## config.mk

```make
export PLATFORM = sky130hd
export DESIGN_NAME = alu_secuencial
export DESIGN_NICKNAME = d
export VERILOG_FILES = /design/src/rtl/alu_secuencial.sv
export SDC_FILE = /design/constraint.sdc
export NUM_CORES = 1
export LEC_CHECK = 0
export ABC_AREA = 1
export CORE_MARGIN = 1
export CORE_UTILIZATION = 25
export DETAILED_ROUTE_END_ITERATION = 7
export PLACE_DENSITY = 0.47
export RECOVER_POWER = 100
export SLEW_MARGIN = 0
export SYNTH_ARGS = -nofsm -noshare
export SYNTH_HDL_FRONTEND = slang
export SYNTH_SLANG_ARGS = --single-unit
```

## constraint.sdc

```tcl
create_clock -name clk -period 9.11 [get_ports clk]
set_clock_uncertainty 0.15 [all_clocks]
set_input_delay 2.2775 -clock clk [delete_from_list [all_inputs] [get_ports clk]]
set_output_delay 2.2775 -clock clk [all_outputs]
set_load 0.005 [all_outputs]
```

## src/rtl/alu_secuencial.sv

```systemverilog
// Sequential ALU with a ready/valid handshake. Single-cycle logic ops plus
// iterative shift-add multiply and restoring divide, one bit per cycle.
//
// state    | meaning
// INACTIVO | idle, listo=1, waiting for inicio
// CALCULO  | iterating MUL/DIVU/REMU, SIZEDATA cycles
// FIN      | result held, valido=1, waiting for acepta
module alu_secuencial #(
  parameter int SIZEDATA = 32,
  parameter int OP       = 4
) (
  input  logic                clk,
  input  logic                rst,
  input  logic                inicio,
  input  logic [SIZEDATA-1:0] a,
  input  logic [SIZEDATA-1:0] b,
  input  logic [OP-1:0]       operador,
  input  logic                acepta,
  output logic                listo,
  output logic                valido,
  output logic [SIZEDATA-1:0] resultado,
  output logic                zero,
  output logic                desborde,
  output logic                div0,
  output logic                invalido
);

  typedef enum logic [1:0] {INACTIVO, CALCULO, FIN} state_t;

  localparam int CW = (SIZEDATA > 1) ? $clog2(SIZEDATA) : 1;
  localparam logic [OP-1:0] OP_AND  = 'h0;
  localparam logic [OP-1:0] OP_OR   = 'h1;
  localparam logic [OP-1:0] OP_ADD  = 'h2;
  localparam logic [OP-1:0] OP_MUL  = 'h3;
  localparam logic [OP-1:0] OP_DIVU = 'h4;
  localparam logic [OP-1:0] OP_REMU = 'h5;
  localparam logic [OP-1:0] OP_SUB  = 'h6;
  localparam logic [OP-1:0] OP_SLT  = 'h7;
  localparam logic [OP-1:0] OP_NOR  = 'hC;

  state_t              state_q, state_d;
  logic [OP-1:0]       op_q, op_d;
  logic [SIZEDATA-1:0] acc_q, acc_d, opa_q, opa_d, opb_q, opb_d;
  logic [CW-1:0]       cnt_q, cnt_d;
  logic [SIZEDATA-1:0] res_q, res_d;
  logic                zero_q, zero_d, ovf_q, ovf_d, d0_q, d0_d, inv_q, inv_d;

  logic [SIZEDATA-1:0] sc_res, sum, dif;
  logic                sc_ovf, sc_inv, is_multi;
  logic [SIZEDATA-1:0] mul_acc, rem_lo, div_rem, div_quo, iter_res;
  logic                div_ge;

  always_comb begin
    sum      = a + b;
    dif      = a - b;
    sc_res   = '0;
    sc_ovf   = 1'b0;
    sc_inv   = 1'b0;
    is_multi = (operador == OP_MUL) || (operador == OP_DIVU) || (operador == OP_REMU);
    case (operador)
      OP_AND:  sc_res = a & b;
      OP_OR:   sc_res = a | b;
      OP_ADD: begin
        sc_res = sum;
        sc_ovf = (a[SIZEDATA-1] == b[SIZEDATA-1]) && (sum[SIZEDATA-1] != a[SIZEDATA-1]);
      end
      OP_SUB: begin
        sc_res = dif;
        sc_ovf = (a[SIZEDATA-1] != b[SIZEDATA-1]) && (dif[SIZEDATA-1] != a[SIZEDATA-1]);
      end
      OP_SLT:  sc_res = {{(SIZEDATA-1){1'b0}}, ($signed(a) < $signed(b))};
      OP_NOR:  sc_res = ~(a | b);
      OP_MUL, OP_DIVU, OP_REMU: sc_res = '0;
      default: sc_inv = 1'b1;
    endcase
  end

  // acc doubles as product accumulator or partial remainder; opa as
  // multiplicand or quotient shift register; opb as multiplier or divisor.
  always_comb begin
    mul_acc  = opb_q[0] ? (acc_q + opa_q) : acc_q;
    rem_lo   = {acc_q[SIZEDATA-2:0], opa_q[SIZEDATA-1]};
    div_ge   = acc_q[SIZEDATA-1] || (rem_lo >= opb_q);
    div_rem  = div_ge ? (rem_lo - opb_q) : rem_lo;
    div_quo  = {opa_q[SIZEDATA-2:0], div_ge};
    iter_res = (op_q == OP_MUL) ? mul_acc : ((op_q == OP_DIVU) ? div_quo : div_rem);
  end

  always_ff @(posedge clk) begin
    if (rst) state_q <= INACTIVO;
    else     state_q <= state_d;
  end

  always_comb begin
    state_d = state_q;
    case (state_q)
      INACTIVO: if (inicio) state_d = is_multi ? CALCULO : FIN;
      CALCULO:  if (cnt_q == '0) state_d = FIN;
      FIN:      if (acepta) state_d = INACTIVO;
      default:  state_d = INACTIVO;
    endcase
  end

  always_comb begin
    listo  = (state_q == INACTIVO);
    valido = (state_q == FIN);
  end

  always_comb begin
    op_d   = op_q;
    acc_d  = acc_q;
    opa_d  = opa_q;
    opb_d  = opb_q;
    cnt_d  = cnt_q;
    res_d  = res_q;
    zero_d = zero_q;
    ovf_d  = ovf_q;
    d0_d   = d0_q;
    inv_d  = inv_q;
    case (state_q)
      INACTIVO: if (inicio) begin
        op_d  = operador;
        acc_d = '0;
        opa_d = a;
        opb_d = b;
        cnt_d = CW'(SIZEDATA - 1);
        if (!is_multi) begin
          res_d  = sc_res;
          zero_d = (sc_res == '0);
          ovf_d  = sc_ovf;
          d0_d   = 1'b0;
          inv_d  = sc_inv;
        end
      end
      CALCULO: begin
        cnt_d = cnt_q - 1'b1;
        if (op_q == OP_MUL) begin
          acc_d = mul_acc;
          opa_d = opa_q << 1;
          opb_d = opb_q >> 1;
        end else begin
          acc_d = div_rem;
          opa_d = div_quo;
        end
        if (cnt_q == '0) begin
          res_d  = iter_res;
          zero_d = (iter_res == '0);
          ovf_d  = 1'b0;
          inv_d  = 1'b0;
          d0_d   = (op_q != OP_MUL) && (opb_q == '0);
        end
      end
      default: ;
    endcase
  end

  always_ff @(posedge clk) begin
    if (rst) begin
      op_q   <= '0;
      acc_q  <= '0;
      opa_q  <= '0;
      opb_q  <= '0;
      cnt_q  <= '0;
      res_q  <= '0;
      zero_q <= 1'b1;
      ovf_q  <= 1'b0;
      d0_q   <= 1'b0;
      inv_q  <= 1'b0;
    end else begin
      op_q   <= op_d;
      acc_q  <= acc_d;
      opa_q  <= opa_d;
      opb_q  <= opb_d;
      cnt_q  <= cnt_d;
      res_q  <= res_d;
      zero_q <= zero_d;
      ovf_q  <= ovf_d;
      d0_q   <= d0_d;
      inv_q  <= inv_d;
    end
  end

  assign resultado = res_q;
  assign zero      = zero_q;
  assign desborde  = ovf_q;
  assign div0      = d0_q;
  assign invalido  = inv_q;

endmodule

```

After elaboration in Yosys (flattened, before gate mapping) --
Index checks and enable logic that the tools add are counted.
Storage, ports and cells: word-level logic and storage cells 104, input bits 72, flip-flop bits (word level) 143
Operators by class: $add $sub $neg 5, multiplexer cells 42, order comparisons 2, reduce and logical (&&, ||, !) cells 19, eq/ne operators 22, bitwise operators 3
Operators by type and width (count):
- two-way mux 32 bit | 12
- case mux 32 bit (2 select lines) | 4
- case mux 32 bit (6 select lines) | 1
- logical NOT 32 bit | 3
- adder 32 bit | 2
- subtractor 32 bit | 2
- AND 32 bit | 1
- greater-or-equal comparator 32 bit | 1
- less-than comparator 32 bit | 1
- inverter 32 bit | 1
- OR 32 bit | 1
- == test 4 x 3 -> 1 bit, second input constant | 5
- two-way mux 1 bit | 13
- == test 4 x 2 -> 1 bit, second input constant | 3
- != test 2 bit, second input constant | 5
- case mux 1 bit (2 select lines) | 5
- case mux 5 bit (2 select lines) | 1
- OR reduction 9 bit | 1
- two-way mux 2 bit | 4
- case mux 2 bit (3 select lines) | 1
- AND reduction 3 bit | 2
- logical NOT 5 bit | 1
- two-way mux 5 bit | 1
- subtractor 5 x 1 -> 5 bit, second input constant | 1
- 14 further kinds | 21

Depth between registers and ports, before layout --
word-level depth 8, gate-level depth with buffers 26

Worst setup path after synthesis --
Ideal clock, no wire load.
path kind input to register, from input a[0], to register zero_q, in the netlist zero, setup slack 4.562 ns, arrival time 4.339 ns, path buffers 0, cell stages on the path 21, path through inv_1 > ha_1 > fa_1 > inv_1 > nand3_1 > nand2_1 > nand3_1 > nand2_1 > a21oi_1 > or2_2 > nand2_1 > nor2_1 > nor2_1 > nand2_1 > nor2_1 > nand3_1 > nor2_1 > nand3_1 > nand2_1 > nand2_1 > nand2_1
On the way: longest elaborated chain between the ends 7, elaborated cells between the ends (all ways) 11, those cells by class add/sub: 2; order compare: 1; mux: 4; bitwise: 3; reduce/logical: 1
Ends and longest elaborated chain:
- start: declaration | RTL line 15 | input logic [SIZEDATA-1:0] a,
- parallel branches: the longest is 2 deep, another holds subtractor 32 bit
- case mux 32 bit (6 select lines) (*) | RTL line 60 | case (operador)
- logical NOT 32 bit (*) | RTL line 129 | zero_d = (sc_res == '0);
- two-way mux 1 bit (*) | RTL line 127 | if (!is_multi) begin
- two-way mux 1 bit (*) | RTL line 121 | INACTIVO: if (inicio) begin
- case mux 1 bit (2 select lines) (*) | RTL line 120 | case (state_q)
- end signal: assignment | RTL line 176 | zero_q <= zero_d;
- end: declaration | RTL line 46 | logic zero_q, zero_d, ovf_q, ovf_d, d0_q, d0_d, inv_q, inv_d;
Every way passes the cells marked *. The select of a mux whose other input is x is not followed. A chain may end at the register's enable or synchronous reset.

Worst setup path after layout --
from input operador[2], to register res_q[16], in the netlist resultado[16]
On the way: longest elaborated chain between the ends 5, elaborated cells between the ends (all ways) 17, those cells by class eq/ne: 9; mux: 4; reduce/logical: 4
Ends and longest elaborated chain:
- start: declaration | RTL line 17 | input logic [OP-1:0] operador,
- == test 4 bit (tied with other cells) | RTL line 60
- case mux 32 bit (6 select lines) / logical OR 1 bit (equally long branches) | RTL line 60, 59
- two-way mux 32 bit / logical OR 1 bit (equally long branches) | RTL line 127, 59
- two-way mux 32 bit / != test 2 bit (equally long branches)
- case mux 32 bit (2 select lines) / AND reduction 4 bit (equally long branches)
- end signal: assignment | RTL line 175 | res_q <= res_d;
- end: declaration | RTL line 45 | logic [SIZEDATA-1:0] res_q, res_d;
Several ways; a longest one is shown, not always the timed one. The select of a mux whose other input is x is not followed.

==> out/metrics.yaml <==
postCtsResizedCells: 0
worst_pin_slew_ns: 3.56
port-buffer-count: 109
postCtsHoldBufs: 0
rows: 98
crit_fanout: 43
cts_root_buffer: "clkbuf_16"
reg2reg_depth: 13
final_cell_mix: "nand2_1, inv_1, nor2_1"
yosys_warnings: 0
critPathBufInv: 4
hpwl_um: 68100
synth_compound_area_frac: 0.204
vias: 21323
cts.sinks: 143
synth_edf_count: 0
fmax_mhz: 143
htree_levels: 4
pin_count: 110
period_share: 0.765
synthXorXnorAreaFrac: 0.0101
ant_nets: 0
synth_top_family_by_area: "simple AND/OR/NAND/NOR gates"
postCtsSetupBuffers: 0
hold_viol_final: 0
finalCriticalPeriod_ns: 6.97
grt_pass1_vias: 20374
fin_cells: 4220
power_leakage_nw: 10.1
grt_max_degree: 78
hold_depth: 2
track_usage: 0.226
startpoint: "operador[2]"
syn_area_per_cell_um2: 5.64
drc: 0
netlist_instances: 3226
cts_tree: "done"
layout_commonest_cell: "nand2_1"
synth.top_cell.area_share: 0.197
crit_chain: "dlygate4sd3_1 -> nor2_1 -> nand3_1 -> o21ai_0 -> o21ai_0 -> nand2_2 -> clkbuf_1 -> inv_1 -> clkbuf_1 -> o211ai_1 -> a21oi_1"
gp_congestion: 0.980
clockBufferDepth: 2
setup_tns_ns: 0
ys_types: 63
slowest_delay_ns: 1.81
numCtsBuffers: 17
start_util: 0.254
peakVddDrop_mv: 0.147
routed_wl_um: 84800
critical_path_class: "in -> reg"
dieArea_mm2: 0.0738
max_slew_margin: -1.37
crit_family: "buffers and inverters"
power.density_mw_per_mm2: 121
synth_adder_area_share: 0.123
n_antenna_cell: 0
syn_nets: 3475
grt_pass1_wl_um: 126000
yosys.area.top_type: "nand2_1"
die_w_um: 272
syn_to_final_growth_pct: 13.9
core_area_mm2: 0.0717
path_depth: 11
ys.flop_type: "dfxtp_1"
slew_viol_final: 168
die_h_um: 272
slowest_stage: "clkbuf_1"
violations: "max-capacitance violations, max-slew violations"
status: "finished, violations left"
drt_first_pass_iters: 5
hp-start: "resultado[3]"
routedWlPerCell_um: 20.1
layout-drive-gt1-share: 0.0330
maxCapViolations: 4
dr.first_iter.drc_count: 1873
clock_latency_ns: 0.47
rsz0062_at_grt: "false"
synth-seq-cells: 143
grt_overflow: 0
yosys-top-cells-area: "nand2_1, dfxtp_1, ha_1"
worst_ep_arrival_time_ns: 7.00
finalSetupViolCount: 0
yosysSeqAreaShare: 0.157
fin_nets: 3507
synth-simple-area-share: 0.386
crit_path_end_kind: "flip-flop"
clk_pin_slew_ns: 0.07
antenna_found_initial: 1
avgViaCountPerCell: 5.05
synth_area_mm2: 0.0182
required_ns: 9.14
critPathLaunchType: "input port"
synth_mux_area_frac: 0
hp-class: "reg -> reg"
dp.cells: 4189
synthArstFlopShare: 0
regToRegStartpoint: "state_q[0]"
-- worst register-to-register path, cell delays in order, from the launching register on --
cell	delay, ns
dfxtp_1	0.39
inv_1	0.15
nor2_4	0.10
buf_4	0.32
clkinv_2	0.12
buf_4	0.30
a31oi_1	0.41
a21oi_1	0.09
nand2_2	0.07
clkbuf_1	1.81
inv_1	0.10
clkbuf_1	0.74
o211ai_1	0.55
a21oi_1	0.12
-- worst paths after layout --
kind	slack, ns	endpoint
min reg2reg	0.31	resultado[3]
max reg2reg	3.42	resultado[16]
min	0.31	resultado[3]
max	2.14	resultado[16]
-- routing by layer --
layer | track usage | part of all wire | vias to the layer above
li1 | - | - | 10626
met1 | 0.296 | 0.45 | 9885
met2 | 0.379 | 0.46 | 690
met3 | 0.0188 | 0.049 | 122
met4 | 0.0936 | 0.041 | 0
met5 | 0 | 0 | -
-- Yosys cell counts, types with 7 or more instances --
library cell and instances:
buf_1 13, buf_2 19, nor4_1 8, xor2_1 19, a21o_1 10, clkbuf_1 78
dfxtp_1 143, nand2_2 8, inv_2 7, o21ai_0 210, nand3_1 260, a221oi_1 28
ha_1 173, nand4_1 26, nor3_1 34, o21bai_1 18, nand2_1 954, nand3b_1 12
a31oi_1 72, o211ai_1 33, inv_1 429, or2_2 15, nor2_1 328, nand3_2 10
a21oi_1 248
-- flip-flops by register name (all words and copies together) (netlist names) --
register	cells
acc_q	32
cnt_q	5
desborde	1
div0	1
invalido	1
op_q	4
opa_q	32
opb_q	32
resultado	32
state_q	2
zero	1
-- report_power, final --
part | leakage, nW | internal (W) | switching (W)
Sequential | 1.17 | 0.000677 | 0.0000610
Clock | 0.290 | 0.000437 | 0.000342
Combinational | 8.67 | 0.000298 | 0.000699
Total | 10.1 | 0.00141 | 0.00110
-- cell families after synthesis --
family	count (synthesis)
AND/OR/NAND/NOR	1676
AO/OA/AOI/OAI	653
buffers and inverters	556
adder cells (fa/ha/maj)	177
flip-flops	143
XOR/XNOR	21
-- stage by stage --
| stage | hold slack (ns) | cell area, µm² | power [W] | utilization | setup slack, ns |
|---|---|---|---|---|---|
| CTS | 0.318 | 20700 | 0.00252 | 0.289 | 3.31 |
| global placement | 0.304 | 20100 | 0.00174 | 0.281 | 2.90 |
| floorplan | 0.312 | 18200 | 0.00135 | - | 4.56 |
| detailed placement | 0.307 | 20100 | 0.00174 | 0.281 | 2.81 |
| finish | 0.311 | 20700 | 0.00251 | 0.289 | 2.14 |
| global route | 0.335 | 20700 | 0.00266 | 0.289 | 1.79 |
-- area by class of cell --
| class | instances | area, µm² |
|---|---|---|
| flip-flops and latches | 143 | 2860 |
| fillers | 8263 | 51000 |
| repair buffers | 131 | 1230 |
| inverters | 438 | 1650 |
| clock inverters | 13 | 178 |
| well taps | 950 | 1190 |
| clock buffers | 18 | 429 |
| multi-input cells | 2527 | 13200 |
Power figures use the tool's default switching activity.
